`config.mk`:
```
export PLATFORM = sky130hd
export DESIGN_NAME = cpu_lsu
export DESIGN_NICKNAME = d
export VERILOG_FILES = /design/src/rtl/cpu_lsu.sv
export SDC_FILE = /design/constraint.sdc
export NUM_CORES = 1
export LEC_CHECK = 0
export CAP_MARGIN = 5
export CELL_PAD_IN_SITES_DETAIL_PLACEMENT = 0
export CELL_PAD_IN_SITES_GLOBAL_PLACEMENT = 2
export CORE_ASPECT_RATIO = 2
export CORE_UTILIZATION = 26
export DETAILED_ROUTE_END_ITERATION = 6
export PLACE_DENSITY_LB_ADDON = 0.15
export SLEW_MARGIN = 20
export SYNTH_ARGS = -nofsm -noshare
export SYNTH_HDL_FRONTEND = slang
export SYNTH_SLANG_ARGS = --single-unit
```
`constraint.sdc`:
```
create_clock -name clk -period 4.9 [get_ports clk]
set_input_delay 1.225 -clock clk [delete_from_list [all_inputs] [get_ports clk]]
set_output_delay 1.225 -clock clk [all_outputs]
set_load 0.02 [all_outputs]
```
`src/rtl/cpu_lsu.sv`:
```
// Load/store unit: request/grant/response data-memory transaction with lane placement and load extension.
// Optional feature macro: CPU_LSU_MISALIGN_TRAP_EN (reject misaligned ops instead of forcing alignment).
module cpu_lsu #(
    parameter int ADDR_W = 32,
    parameter int RD_W   = 5
) (
    input  logic              clk,
    input  logic              rst,
    input  logic              ex_valid,
    output logic              ex_ready,
    input  logic [ADDR_W-1:0] ex_addr,
    input  logic [31:0]       ex_wdata,
    input  logic              ex_mem_wr_en,
    input  logic [3:0]        ex_byt_en,
    input  logic              ex_sign_ext,
    input  logic [RD_W-1:0]   ex_rd,
    output logic              dmem_req,
    input  logic              dmem_gnt,
    output logic              dmem_we,
    output logic [ADDR_W-1:0] dmem_addr,
    output logic [3:0]        dmem_be,
    output logic [31:0]       dmem_wdata,
    input  logic              dmem_rvalid,
    input  logic [31:0]       dmem_rdata,
    output logic              done,
    output logic              wb_valid,
    output logic [31:0]       wb_data,
    output logic [RD_W-1:0]   wb_rd,
    output logic              misalign
);

    typedef enum logic [1:0] {IDLE, REQ, RESP} state_t;

    state_t            state_reg, state_next;
    logic [ADDR_W-1:0] addr_reg;
    logic [3:0]        be_reg;
    logic [3:0]        size_reg;
    logic [31:0]       wdata_reg;
    logic              we_reg;
    logic [1:0]        off_reg;
    logic              sign_reg;
    logic [RD_W-1:0]   rd_reg;
    logic              done_reg;
    logic              wb_valid_reg;
    logic [31:0]       wb_data_reg;
    logic [RD_W-1:0]   wb_rd_reg;

    logic              accept;
    logic              is_half;
    logic              is_word;
    logic              mis_op;
    logic [1:0]        off_eff;
    logic              latch_op;
    logic              reject;
    logic              op_done;
    logic              load_done;
    logic [31:0]       rdata_shifted;
    logic              fill_bit;
    logic [31:0]       load_ext;

    assign accept  = ex_valid && ex_ready;
    assign is_half = (ex_byt_en == 4'b0011);
    assign is_word = (ex_byt_en == 4'b1111);

`ifdef CPU_LSU_MISALIGN_TRAP_EN
    assign mis_op  = (is_half && ex_addr[0]) || (is_word && (ex_addr[1:0] != 2'b00));
    assign off_eff = ex_addr[1:0];
`else
    // Misaligned ops are snapped down to the natural boundary of their size.
    assign mis_op  = 1'b0;
    assign off_eff = is_word ? 2'b00 : (is_half ? {ex_addr[1], 1'b0} : ex_addr[1:0]);
`endif

    always_comb begin
        state_next = state_reg;
        latch_op   = 1'b0;
        reject     = 1'b0;
        op_done    = 1'b0;
        load_done  = 1'b0;
        case (state_reg)
            IDLE: begin
                if (accept) begin
                    if (mis_op) begin
                        reject = 1'b1;
                    end else begin
                        latch_op   = 1'b1;
                        state_next = REQ;
                    end
                end
            end
            REQ: begin
                if (dmem_gnt) begin
                    if (we_reg) begin
                        op_done    = 1'b1;
                        state_next = IDLE;
                    end else begin
                        state_next = RESP;
                    end
                end
            end
            RESP: begin
                if (dmem_rvalid) begin
                    op_done    = 1'b1;
                    load_done  = 1'b1;
                    state_next = IDLE;
                end
            end
            default: state_next = IDLE;
        endcase
    end

    always_ff @(posedge clk) begin
        if (rst) begin
            state_reg <= IDLE;
        end else begin
            state_reg <= state_next;
        end
    end

    always_ff @(posedge clk) begin
        if (rst) begin
            addr_reg     <= '0;
            be_reg       <= '0;
            size_reg     <= '0;
            wdata_reg    <= '0;
            we_reg       <= 1'b0;
            off_reg      <= '0;
            sign_reg     <= 1'b0;
            rd_reg       <= '0;
            done_reg     <= 1'b0;
            wb_valid_reg <= 1'b0;
            wb_data_reg  <= '0;
            wb_rd_reg    <= '0;
        end else begin
            if (latch_op) begin
                addr_reg  <= {ex_addr[ADDR_W-1:2], 2'b00};
                be_reg    <= ex_byt_en << off_eff;
                size_reg  <= ex_byt_en;
                wdata_reg <= ex_wdata << {off_eff, 3'b000};
                we_reg    <= ex_mem_wr_en;
                off_reg   <= off_eff;
                sign_reg  <= ex_sign_ext;
                rd_reg    <= ex_rd;
            end
            done_reg     <= op_done || reject;
            wb_valid_reg <= load_done;
            if (load_done) begin
                wb_data_reg <= load_ext;
                wb_rd_reg   <= rd_reg;
            end
        end
    end

    // Bring the addressed lane(s) down to bit 0, then fill bytes above the access size.
    assign rdata_shifted = dmem_rdata >> {off_reg, 3'b000};
    assign fill_bit      = sign_reg && (size_reg[1] ? rdata_shifted[15] : rdata_shifted[7]);

    generate
        for (genvar gi = 0; gi < 4; gi++) begin : g_lane
            assign load_ext[8*gi +: 8] = size_reg[gi] ? rdata_shifted[8*gi +: 8] : {8{fill_bit}};
        end
    endgenerate

`ifdef CPU_LSU_MISALIGN_TRAP_EN
    logic misalign_reg;

    always_ff @(posedge clk) begin
        if (rst) begin
            misalign_reg <= 1'b0;
        end else begin
            misalign_reg <= reject;
        end
    end

    assign misalign = misalign_reg;
`else
    assign misalign = 1'b0;
`endif

    assign ex_ready   = (state_reg == IDLE);
    assign dmem_req   = (state_reg == REQ);
    assign dmem_we    = (state_reg == REQ) && we_reg;
    assign dmem_addr  = addr_reg;
    assign dmem_be    = be_reg;
    assign dmem_wdata = wdata_reg;
    assign done       = done_reg;
    assign wb_valid   = wb_valid_reg;
    assign wb_data    = wb_data_reg;
    assign wb_rd      = wb_rd_reg;

endmodule

```
# --- Yosys cells after proc, flatten, opt, wreduce, memory -nomap -nowiden ---
# Index checks and enable logic that the tools add are counted.
classes:
  n_eq_ne: 7
  shift: 3
  n_mux: 19
  n_reduce_logical: 5
op_table:
  columns: ["op", "n"]
  rows:
  - ["8-bit two-way mux", 4]
  - ["32-bit by 5-bit left shift with 32-bit output", 1]
  - ["32-bit by 5-bit >> shifter with 32-bit output", 1]
  - ["2-bit two-way mux", 5]
  - ["1-bit two-way mux", 8]
  - ["2-bit case mux with 3 select lines", 1]
  - ["4-bit by 2-bit equality test with 1-bit output, second input constant", 1]
  - ["4-bit equality test, second input constant", 1]
  - ["2-bit by 1-bit != test with 1-bit output, second input constant", 2]
  - ["4-bit by 2-bit left shift with 4-bit output", 1]
  - ["1-bit logical AND", 3]
  - ["3-bit AND reduction", 1]
  - ["2-bit by 1-bit equality test with 1-bit output, second input constant", 1]
  - ["2-bit equality test, second input constant", 1]
  - ["2-bit logical NOT", 1]
  - ["2-bit != test, second input constant", 1]
  - ["1-bit case mux with 2 select lines", 1]
word_totals:
  ff_bits: 120
  inputBits: 112
  word_cells: 47

# --- Longest topological paths before layout ---
# Gate-level depths: netlist (run 1).
depth:
  ltp_word: 4
  ltp_mapped: 7

# --- Least setup slack after synthesis (run 1) ---
# No wires, ideal clock.
synth_path:
  path_type: "input to register"
  from: "input port ex_byt_en[2]"
  to: "register wdata_reg[29] (netlist: dmem_wdata[29])"
  t_arrival_ps: 2360
  path_slack_ps: 2404
  stages: 7
  cell_sequence: "buf_2 > xnor2_2 > a21bo_1 > buf_6 > buf_2 > mux2i_1 > o221ai_1"
synth_via:
  elab_chain_len: 4
  word_cells_on_any_way: 5
  classes_between: "2 x eq/ne; 1 x shift; 2 x mux"
synth_lines:
  columns: ["element", "line_no", "text"]
  rows:
  - ["start: declaration", "14", "input logic [3:0] ex_byt_en,"]
  - ["4-bit by 2-bit equality test with 1-bit output", "62", "assign is_half = (ex_byt_en == 4'b0011);"]
  - ["1-bit two-way mux", "71", "assign off_eff = is_word ? 2'b00 : (is_half ? {ex_addr[1], 1'b0} : ex_addr[1:0]);"]
  - ["2-bit two-way mux *", "71", null]
  - ["32-bit by 5-bit left shift with 32-bit output *", "139", "wdata_reg <= ex_wdata << {off_eff, 3'b000};"]
  - ["end signal: assignment", "139", null]
  - ["end: declaration", "38", "logic [31:0] wdata_reg;"]
# Every way passes the cells marked *; elsewhere a longest branch is shown, timed or not.
# A chain may end at the register's enable or synchronous reset.

# --- Worst setup path after layout (run 1) ---
layout_path:
  from: "input port ex_byt_en[2]"
  to: "register wdata_reg[24] (netlist: dmem_wdata[24])"
# The elaborated chain is that of the path after synthesis.

==> results.txt, run 1 <==
- Count of flip-flops with a built-in enable after synthesis: 0
- Via count of the first global-routing pass: between 5,000 and 6,000
* Most frequent standard cell in the layout excluding fill and tap cells: clkdlybuf4s50_1
- Sequential elements use 43.1% of the synthesized area.
- Final period util: between 60% and 70%
- Crit path buf inv count: 2
* Die height: around 210 µm
* Power per cell area: ~410 nW/µm²
- Wires add up to 20,400 µm.
- Reg2reg setup slack: 2600 ps
- Synth top area cells: dfxtp_1 43%, a21oi_1 9.8%, nand2_1 7.9%
- The worst setup path is launched from a primary input.
- Entering global routing, the biggest net connects 90 pins.
- The core region is about 21,000 µm².
- Critical-path cell list: clkdlybuf4s50_1 > xnor2_2 > a21bo_1 > buf_4 > mux2i_1 > o221ai_1
* Summed negative setup slack over all endpoints: 0 ps
- At the pin with the least slew margin, the transition time is 1010 ps.
* Flip-flop and latch count after synthesis: 120
- Counting the buffers created by CTS gives 17.
* Cts-stage hold buffer count: 0
- TritonCTS built the clock tree.
* Clock latency reported for the late side of the worst-skew pair: between 400 and 500 ps
* Endpoint required time on the critical path: approximately 5200 ps
* Critical Setup Path Class: primary input to flop
- Status: finished, final reports clean
- Fraction of final layout cells with drive strength greater than 1: 7.49%
- Total setup violations reported at the end of the flow: 0
* Tot GR Track Use: between 10% and 20%
- Global-route wire length before repair: ~32,000 µm
- Die area: approximately 22,000 µm²
* Hold/Removal Path Class: flop to flop
- The library cells used most frequently in the layout, excluding fill and tap cells, are 218 x clkdlybuf4s50_1, 120 x dfxtp_1, 116 x nand2_1, 109 x a21oi_1, 41 x nor2_1.
- Once detailed placement completed, the half-perimeter wirelength came to approximately 15,000 µm.
- The layer flagged by global routing as most heavily used is met2.
- Slowest-stage cell, CP: xnor2_2
- Max Fanout on Critical Path: 33
- Critical register-to-register path startpoint: off_reg[1]$_SDFFE_PP0P_
* Quantity of gates resized following cts: 0
* Yosys Warn Count: 0
- Summing internal, switching and leakage power gives between 3000 and 4000 µW.
- In this run the biggest area consumer among cell types represents 43.1% of the synthesized area.
- Buffers added to address setup during post-CTS repair amount to 0.
- After synthesis, the netlist uses between 40 and 50 different library cells.
* Capturing element of the worst setup path: dmem_wdata[24]$_SDFFE_PP0P_
- Max-Cap Viols: 0
- Post-route minimum period: ~3400 ps
* Die span in x: roughly 110 µm
- The net count of the finished layout is between 900 and 1,000.
- Counting cells, the worst reg-to-reg path comes to 4.
- Layout filler cell count: 2,146
- Derived from the worst setup path, the maximum achievable clock frequency is roughly 0.3 GHz.
- Summed over all cells, the static leakage comes to 0.00322 µW.
- Sink Count: 120
- Clock buffer depth: 2
- Number of core rows: 75
- In this run the number of cells on the critical path is 6.
* Iter 0 DRT Violations: between 200 and 250
- Once detail routing completed, the nets flagged for antenna violations numbered 0.
- DRC errors left: 0
- In this run the tightest slew margin relative to its limit is about a third.
- Number of vias per cell after detailed routing: ~4.9
* Leading area contributor after synthesis: dfxtp_1
- Antenna cells: 0
- Main flop type after synthesis: dfxtp_1
- Clock-pin slew was measured on the worst setup and hold paths at about 60 ps.
- IO buf count: 219
- OpenSTA, run right after detailed placement, puts the worst setup slack at about 1100 ps.
- Peak supply drop: around 0.22 mV
- Kind of cell adding the most delay to the critical path: buffers and inverters
* Met1 GRT Util: a little under a fifth
- between 200 and 250 I/O pins were placed.
- Relative to the synthesized area, the layout overhead comes to 52.5%.
* Total via count after detailed routing: around 5,500
* Post-synthesis async set-or-reset flop share: 0%
- The final hold violation count was 0.
- Grt ovf: 0
* Crit Reg-Reg Endpoint: wb_data[11]$_SDFFE_PP0P_
- Met3 Use GR: about 5.2%
- After technology mapping, the gate count stands at ~650.
- Worst hold margin: roughly 450 ps
* Worst Path Arrival: approximately 3700 ps
- Number of antenna violations at the first check in global routing: 0
- The cell sitting at the root of the clock tree is a clkbuf_16.
* Clock Skews: slightly below 9 ps
* Met2 routing resource usage after global routing: 36.7%
- Post-synthesis instance area: 5570 µm²
* Initial core utilization: about a quarter
- Before antenna repair, the detailed router went through 4 iterations.
* Least setup slack across all paths after layout: approximately 1500 ps
* Slowest stage delay, CP: ~700 ps
- Dividing the synthesized area by the synthesized cell count gives around 8.5 µm².
* Critical Path Source: ex_byt_en[2]
- The H-tree generated during clock tree synthesis spans 4 levels.
- Critical Path Sink Type: flop
- Setup repair after global routing missed its margin: false
- Gpl congestion: between 0.7 and 0.8
* Slew Viols, Final: 0
- After detailed routing, the average wire length per cell comes to 18.2 µm.
[area by class of cell]
type	count	area, µm²	area share (%)
Inverter	16	60.1	0.707
Multi-Input combinational cell	460	2840	33.4
Sequential cell	120	2400	28.3
Clock inverter	10	150	1.77
Timing Repair Buffer	227	2250	26.5
Clock buffer	21	460	5.42
Tap cell	269	337	3.96
[cell usage after synthesis, drive strengths merged, types with 10 or more instances]
cell type	n
nor2	41
dfxtp	120
nand2	117
mux2	10
clkbuf	35
a21oi	110
buf	24
a32oi	17
o21ai	25
mux2i	26
inv	16
[metrics by stage]
| step | util (%) | instance area [µm²] | instances |
|---|---|---|---|
| finish | 40.4 | 8500 | 1123 |
| global route | 40.4 | 8500 | 1123 |
| CTS | 40.4 | 8500 | 1123 |
| detailed placement | 37.5 | 7890 | 1092 |
| global placement | 37.5 | 7890 | 1092 |
| floorplan | - | 5580 | 655 |
[per-layer routing]
metal / routed length, µm / vias to the layer above / part of all wire, %
li1: - / 2688 / -
met1: 7570 / 2563 / 37
met2: 11200 / 185 / 55
met3: 1170 / 20 / 5.7
met4: 431 / 0 / 2.1
met5: 0 / - / 0
[report_power, final]
| part | internal, µW | total, µW | switching (µW) |
|---|---|---|---|
| logic | 435 | 990 | 555 |
| registers | 1090 | 1180 | 81.5 |
| clock network | 869 | 1320 | 450 |
[worst min path at each step]
stage | from | end | slack, ps | cells past startpoint
final | dmem_wdata[12]$_SDFFE_PP0P_ | dmem_wdata[12]$_SDFFE_PP0P_ | 450 | 2
after global placement | rd_reg[2]$_SDFFE_PP0P_ | wb_rd[2]$_SDFFE_PP0P_ | 440 | 2
after CTS | dmem_wdata[14]$_SDFFE_PP0P_ | dmem_wdata[14]$_SDFFE_PP0P_ | 450 | 2
after global routing | rd_reg[1]$_SDFFE_PP0P_ | rd_reg[1]$_SDFFE_PP0P_ | 470 | 2
after floorplan | rd_reg[0]$_SDFFE_PP0P_ | wb_rd[0]$_SDFFE_PP0P_ | 430 | 2
after detailed placement | dmem_wdata[14]$_SDFFE_PP0P_ | dmem_wdata[14]$_SDFFE_PP0P_ | 440 | 2
[tightest hold or removal path, cell delays in order (launching register included)]
cell and delay, ps:
dfxtp_1 320, nand2_1 40, o21ai_0 50
[cells by family after synthesis]
group | after synthesis | synth area share [%]
muxes | 45 | 10.7
buffers and inverters | 75 | 6.15
other | 1 | 0.0673
xor gates and xnor gates | 1 | 0.292
AOI/OAI and AO/OA | 201 | 22.0
and+or+nand+nor | 206 | 16.8
DFF | 120 | 43.1
adders and majority gates | 4 | 0.899
(Power assumes the default switching activity.)
==> run 2: changes to the inputs <==
--- a/config.mk
+++ b/config.mk
@@ -9,7 +9,7 @@
 export CELL_PAD_IN_SITES_DETAIL_PLACEMENT = 0
 export CELL_PAD_IN_SITES_GLOBAL_PLACEMENT = 2
 export CORE_ASPECT_RATIO = 2
-export CORE_UTILIZATION = 26
+export CORE_UTILIZATION = 24
 export DETAILED_ROUTE_END_ITERATION = 6
 export PLACE_DENSITY_LB_ADDON = 0.15
 export SLEW_MARGIN = 20
==> constraint.sdc (replaced) <==
create_clock -name clk -period 3.4 [get_ports clk]
set_input_delay 0.85 -clock clk [delete_from_list [all_inputs] [get_ports clk]]
set_output_delay 0.85 -clock clk [all_outputs]
set_load 0.02 [all_outputs]
==> run 2 against run 1 <==
Compared with the run above: global-route usage decreased by 0.75 points; combinational power increased by 46%; register-to-register slack got worse by 1400 ps; via count increased by 1.8%; core utilization decreased by 2.4 points; first-iteration DRC count increased by 42%; sequential power increased by 43%; routed wire length increased by 4.3%; die area increased by 8.2%; sequential cell count unchanged; critical endpoint is now dmem_we.
==> results.txt, run 2 (synthesized netlist as in run 1, its figures left out) <==
* DRC errors left: 0 (unchanged)
- The number of buffers created by CTS is 17 (unchanged).
* Routed wire length: 21,300 µm (+4.3%)
- The ratio of routed vias to standard cells was 4.87 (+0.21%).
* Power per cell area: 605 nW/µm² (+48%)
* Clock buffer depth: 2 (unchanged)
* I/O Pins: 223 (unchanged)
- Post-CTS Setup Inserts: 0 (unchanged)
* Number of detailed-routing iterations run before antenna repair: 4 (unchanged)
- The final count of negative-setup-slack endpoints is 0 (unchanged).
* Number of antenna violations at the first check in global routing: 0 (unchanged)
- Cts-stage hold buffer count: 0 (unchanged)
- The clock-pin slew of the registers on the worst-case setup and hold paths was 60 ps (about the same).
* Remaining antenna violation count after routing: 0 (unchanged)
* Clock Skews: 8.29 ps (-0.493 ps)
- Leakage power figure: 0.00327 µW (+1.6%)
* Type of origin of the critical path: flop
- The placer congestion estimate came to 0.737 (-5.7%).
- The post-cts gate resize count was 0 (unchanged).
- The accumulated negative setup slack was 0 ps (unchanged).
- Clock tree synthesis selected as its root buffer the cell clkbuf_16.
- The worst register-to-register path ends at wb_data[31]$_SDFFE_PP0P_.
- The fraction of power consumed by combinational cells was 27.8% (-0.6 points).
- Subtracting the final worst setup slack from the clock period gives between 2000 and 3000 ps.
* Endpoints failing hold: 0 (unchanged)
* Initial core utilization: 24.5% (-2.0 points)
- The die area is 23,900 µm² (+8.2%).
* Critical Setup Path Class: flop to output pin
- Setup repair after global routing left no endpoint under its margin.
- The clock latency of the later-clocked register in the worst-skew pair is 410 ps (about the same).
* Area post-placement: 7960 µm² (+0.90%)
* Deepest level of the CTS H-tree: 4 (unchanged)
- Reg power frac: 32.3% (-1.5 points)
- The required time of the critical path is 2550 ps (-2630 ps).
* Die span in x: 110 µm (+4.0%)
- Total via count after detailed routing: 5,555 (+1.8%)
* Sink Count: 120 (unchanged)
- The worst ir drop on vdd was 0.283 mV (+32%).
- Sw Pwr: 1600 µW (+47%)
- Average wire per standard cell: 18.6 µm (+2.7%)
- Critical register-to-register path startpoint: off_reg[0]$_SDFFE_PP0P_
- The path class of the tightest hold or removal check is flop to flop.
- The switching share of power was 30.5% (-0.62 points).
- Most frequent cells in the layout: 218 x clkdlybuf4s50_1, 120 x dfxtp_1, 116 x nand2_1, 109 x a21oi_1, 41 x nor2_1
- Via count of the first global-routing pass: 5,749 (+1.7%)
* Final period util: 78.4%
- The remaining global-route overflow was 0 (unchanged).
- Area of the placeable core: 22,700 µm² (+8.2%)
* Critical Path Sink Type: output pin
* Tot GR Track Use: 18.2% (-0.75 points)
- Most frequent standard cell in the layout excluding fill and tap cells: clkdlybuf4s50_1
- The internal power of the cells was 3630 µW (+51%).
- The critical path data arrival time came to 1820 ps (-1840 ps).
- The slack of the worst reg-to-reg path came to 1190 ps (-1410 ps).
- Number of core rows: 78 (+4.0%)
- The die height came to 217 µm (+4.0%).
* Max Fanout on Critical Path: 4 (-88%)
- Maximum clock rate: between 0.3 and 0.4 GHz
- Final std cell area, no fill: 8630 µm² (+1.6%)
* Global-route wire length before repair: 32,200 µm (+1.2%)
- In this run the worst setup path begins at state_reg[1]$_SDFFE_PP0P_.
* Iter 0 DRT Violations: 289 (+42%)
- TritonCTS built the clock tree.
- The final HPWL from detailed placement is 16,200 µm (+8.0%).
* Status: finished, final reports clean
- Maximum number of pins on one net before global-route repair: 46 (-49%)
* Capturing element of the worst setup path: dmem_we
- The clock share of power is 39.8% (+2.0 points).
- The number of slew-limit violations in the final report is 0 (unchanged).
- The count of input and output buffers came to 219 (unchanged).
- Area added between synthesis and finish: 55.0%
* Antenna cells: 0 (unchanged)
- The cell depth of the worst flop-to-flop path was 5 (+1).
- The reported max-cap violation count is 0 (unchanged).
- The slew of the pin with the lowest slew margin came to 854 ps (-155 ps).
* Fraction of final layout cells with drive strength greater than 1: 8.36% (+0.87 points)
* Relative slew slack: 43.0% (+10 points)
* Final net count: 964 (+0.63%)
[run 2: cell type report]
| class | instances | area (µm²) |
|---|---|---|
| clock buffers | 20 | 457 |
| clock inverters | 12 | 221 |
| fillers | 2376 | 14100 |
| inverters | 16 | 60.1 |
| multi-input cells | 460 | 2840 |
| flip-flops and latches | 120 | 2400 |
| well taps | 280 | 350 |
| repair buffers | 233 | 2310 |
[run 2: worst max-delay path: stages, from the launching register on]
cell and delay [ps]:
dfxtp_1 320, inv_1 100, ha_1 220, and2_1 170, clkdlybuf4s50_1 610
[run 2: through the flow]
step	util (%)	worst slack (ps)	std cells	total power, µW	hold slack (ps)
finish	38.0	733	1141	5220	450
global route	38.0	626	1141	5470	467
CTS	38.0	697	1141	5310	455
detailed placement	35.0	513	1109	3190	447
global placement	35.0	597	1109	3180	443
floorplan	-	1280	655	2510	432
[run 2: power by group through the flow]
stage	Clock, µW	Combinational [µW]	Sequential [µW]
2_1_floorplan	0	659	1850
3_3_place_gp	0	1460	1720
3_5_place_dp	0	1470	1720
4_1_cts	2130	1480	1690
5_1_grt	2190	1570	1710
6_report	2080	1450	1690
[run 2: how the worst min path moves through the flow]
stage / depth (start not counted) / slack [ps] / from / to
2_1_floorplan: 2 / 430 / rd_reg[0]$_SDFFE_PP0P_ / wb_rd[0]$_SDFFE_PP0P_
3_3_place_gp: 2 / 440 / rd_reg[0]$_SDFFE_PP0P_ / wb_rd[0]$_SDFFE_PP0P_
3_5_place_dp: 2 / 450 / dmem_addr[9]$_SDFFE_PP0P_ / dmem_addr[9]$_SDFFE_PP0P_
4_1_cts: 2 / 450 / dmem_addr[9]$_SDFFE_PP0P_ / dmem_addr[9]$_SDFFE_PP0P_
5_1_grt: 2 / 470 / rd_reg[2]$_SDFFE_PP0P_ / rd_reg[2]$_SDFFE_PP0P_
6_report: 2 / 450 / dmem_addr[4]$_SDFFE_PP0P_ / dmem_addr[4]$_SDFFE_PP0P_
[run 2: metal layers]
metal | wire (µm) | vias to the layer above | track usage, %
met2 | 11800 | 213 | 34.8
li1 | - | 2698 | -
met4 | 668 | 0 | 8.22
met1 | 7510 | 2607 | 17.7
met5 | 0 | - | 0
met3 | 1300 | 37 | 4.33
==> run 3: changes to the inputs <==
--- a/config.mk
+++ b/config.mk
@@ -9,7 +9,7 @@
 export CELL_PAD_IN_SITES_DETAIL_PLACEMENT = 0
 export CELL_PAD_IN_SITES_GLOBAL_PLACEMENT = 2
 export CORE_ASPECT_RATIO = 2
-export CORE_UTILIZATION = 24
+export CORE_UTILIZATION = 22
 export DETAILED_ROUTE_END_ITERATION = 6
 export PLACE_DENSITY_LB_ADDON = 0.15
 export SLEW_MARGIN = 20
==> constraint.sdc (replaced) <==
create_clock -name clk -period 2.17 [get_ports clk]
set_input_delay 0.5425 -clock clk [delete_from_list [all_inputs] [get_ports clk]]
set_output_delay 0.5425 -clock clk [all_outputs]
set_load 0.02 [all_outputs]
==> run 3 against run 2 <==
Compared with the run above: total power increased by 56%; critical endpoint is now ex_ready; critical path depth is 1 lower; global-route usage shrank 0.077 points; non-clock buffer count rose by 23; clock power is 50% higher; critical path type unchanged.
==> results.txt, run 3 (synthesized netlist as in run 1, its figures left out) <==
- Worst-margin pin slew: 560 ps (-294 ps)
- The worst stage delay on the critical path came to 350 ps (-260 ps).
- Tot GR Track Use: 18.1% (-0.077 points)
- Post-route minimum period: around 2000 ps
- The initial cell density of the core was 22.3% (-2.2 points).
- I/O Pins: 223 (unchanged)
* Type of origin of the critical path: flop
* Total routed wire length on the met1 layer: 7950 µm (+5.8%)
* Average wire per standard cell: 18.6 µm (-0.30%)
* Clock transition at path regs: 60 ps (about the same)
- Slew Viols, Final: 0 (unchanged)
* Endpoint required time on the critical path: 1630 ps (-920 ps)
- Number of detailed-routing iterations run before antenna repair: 4 (unchanged)
- Peak supply drop: 0.446 mV (+58%)
- On the critical path, the stage with the largest delay is an instance of dfxtp_1.
* Clock Skews: 8.52 ps (+0.231 ps)
- Hpwl dp: 17,400 µm (+7.3%)
- The worst-case clock buffer depth came to 2 (unchanged).
- The global-route wire length before repair is 34,300 µm (+6.6%).
* Iter 0 DRT Violations: 221 (-24%)
- The die width came to 115 µm (+4.4%).
* Final net count: 987 (+2.4%)
- The remaining global-route overflow is 0 (unchanged).
- Endpoints failing hold: 0 (unchanged)
- The amount of wire on met2 after detailed routing came to 12,500 µm (+6.4%).
* Number of antenna violations at the first check in global routing: 0 (unchanged)
- Walking the worst path, the cells encountered are inv_1 > ha_1 > dlygate4sd2_1.
* Via count of the first global-routing pass: 5,795 (+0.80%)
- The reported leakage power came to 0.00341 µW (+4.3%).
- Area added between synthesis and finish: 60.0%
- Die height: 227 µm (+4.4%)
* Fraction of final layout cells with drive strength greater than 1: 10.9% (+2.5 points)
- Hold/Removal Path Class: flop to flop
- Gpl congestion: 0.789 (+7.1%)
- The worst slack at placement came to -121 ps (-634 ps).
* Final instance count without filler cells: 1,220 (+6.9%)
- The amount of wire on met3 after detailed routing is 1330 µm (+2.4%).
- Number of core rows: 82 (+5.1%)
* Status: finished, final reports clean
- Total setup violations reported at the end of the flow: 0 (unchanged)
* Summed negative setup slack over all endpoints: 0 ps (unchanged)
- The total cell area at the placement stage came to 8270 µm² (+4.0%).
- The final critical path takes up approximately 93% of the cycle.
- The critical path data arrival time was 1470 ps (-350 ps).
- The largest net degree at the start of global routing was 55 (+20%).
- Remaining antenna violation count after routing: 0 (unchanged)
- Number of buffers added by the clock tree synthesis step: 17 (unchanged)
- Sink Count: 120 (unchanged)
- The largest fanout of any net on the critical path is 4 (unchanged).
- Least setup slack across all paths after layout: 155 ps (-578 ps)
- Cell chosen for the clock root: clkbuf_16
- IO buf count: 219 (unchanged)
- Area of the placeable core: 24,900 µm² (+9.6%)
- Placed cell count: 1,188 (+7.1%)
* Relative slew slack: 62.5% (+20 points)
- Most frequent cells in the layout: 215 x clkdlybuf4s50_1, 120 x dfxtp_1, 116 x nand2_1, 109 x a21oi_1, 41 x nor2_1
- The post-layout instance area is 8910 µm² (+3.2%).
* Critical Setup Path Class: flop to output pin
- Maximum clock rate: between 0.4 and 0.5 GHz
- The ratio of routed vias to standard cells came to 4.63 (-4.9%).
- Die area: 26,000 µm² (+9.0%)
* Most frequent standard cell in the layout excluding fill and tap cells: clkdlybuf4s50_1
* DRC errors left: 0 (unchanged)
- Clock tree from TritonCTS: yes
* Power per cell area: 917 nW/µm² (+51%)
* Critical Path Sink Type: output pin
* Total via count after detailed routing: 5,647 (+1.7%)
* Antenna cells: 0 (unchanged)
- The clock latency of the later-clocked register in the worst-skew pair was 440 ps (+30 ps).
- The level count of the clock H-tree is 4 (unchanged).
* Post-CTS Setup Inserts: 0 (unchanged)
- Layout filler cell count: 2,567 (+8.0%)
- Max-Cap Viols: 0 (unchanged)
* Setup repair after global routing missed its margin: false
- In this run the top signal layer used is met4.
* Routed wire length: 22,700 µm (+6.6%)
## run 3: final timing paths
path | slack [ps] | from | end | cells after the start
setup / recovery | 160 | state_reg[0]$_SDFFE_PP0P_ | ex_ready | 3
setup reg to reg | 250 | off_reg[0]$_SDFFE_PP0P_ | wb_data[2]$_SDFFE_PP0P_ | 4
hold / removal | 450 | rd_reg[2]$_SDFFE_PP0P_ | wb_rd[2]$_SDFFE_PP0P_ | 2
hold reg to reg | 450 | rd_reg[2]$_SDFFE_PP0P_ | wb_rd[2]$_SDFFE_PP0P_ | 2
## run 3: metrics by stage
step           total power (µW)  util, %  hold WS [ps]
5_1_grt                    8580     35.7           456
6_report                   8170     35.7           450
3_3_place_gp               5130     33.2           443
3_5_place_dp               5150     33.2           446
2_1_floorplan              3940        -           432
4_1_cts                    8310     35.8           448
## run 3: per-layer routing
metal	vias to the layer above	global-route usage [%]
li1	2747	-
met1	2679	17.2
met2	191	34.6
met3	30	4.71
met4	0	9.80
met5	-	0
## run 3: report_power, final
| part | total, µW | leakage (µW) | switching (µW) | internal [µW] |
|---|---|---|---|---|
| logic | 2410 | 0.00211 | 1340 | 1070 |
| registers | 2640 | 0.000978 | 167 | 2470 |
| clock network | 3120 | 0.000320 | 1050 | 2060 |
| total | 8170 | 0.00341 | 2560 | 5610 |
## run 3: final cells by class
cell class | count | area (µm²) | share of cell area [%]
multi-input cells | 460 | 2840 | 31.9
repair buffers | 256 | 2550 | 28.6
clock buffers | 24 | 502 | 5.63
well taps | 336 | 420 | 4.72
flip-flops and latches | 120 | 2400 | 27.0
clock inverters | 8 | 140 | 1.57
inverters | 16 | 60.1 | 0.674
## run 3: critical path: cells and delay by family, from the launching register on
| family | cells | cell delay [ps] |
|---|---|---|
| buffers and inverters | 2 | 430 |
| flip-flops | 1 | 350 |
| adder cells (fa/ha/maj) | 1 | 260 |
## run 3: repair_timing
action / CTS / global route
gates cloned: 0 / 0
endpoints found under the setup margin: 3 / 1
gates resized for setup: 5 / 1
hold buffers: 0 / 0
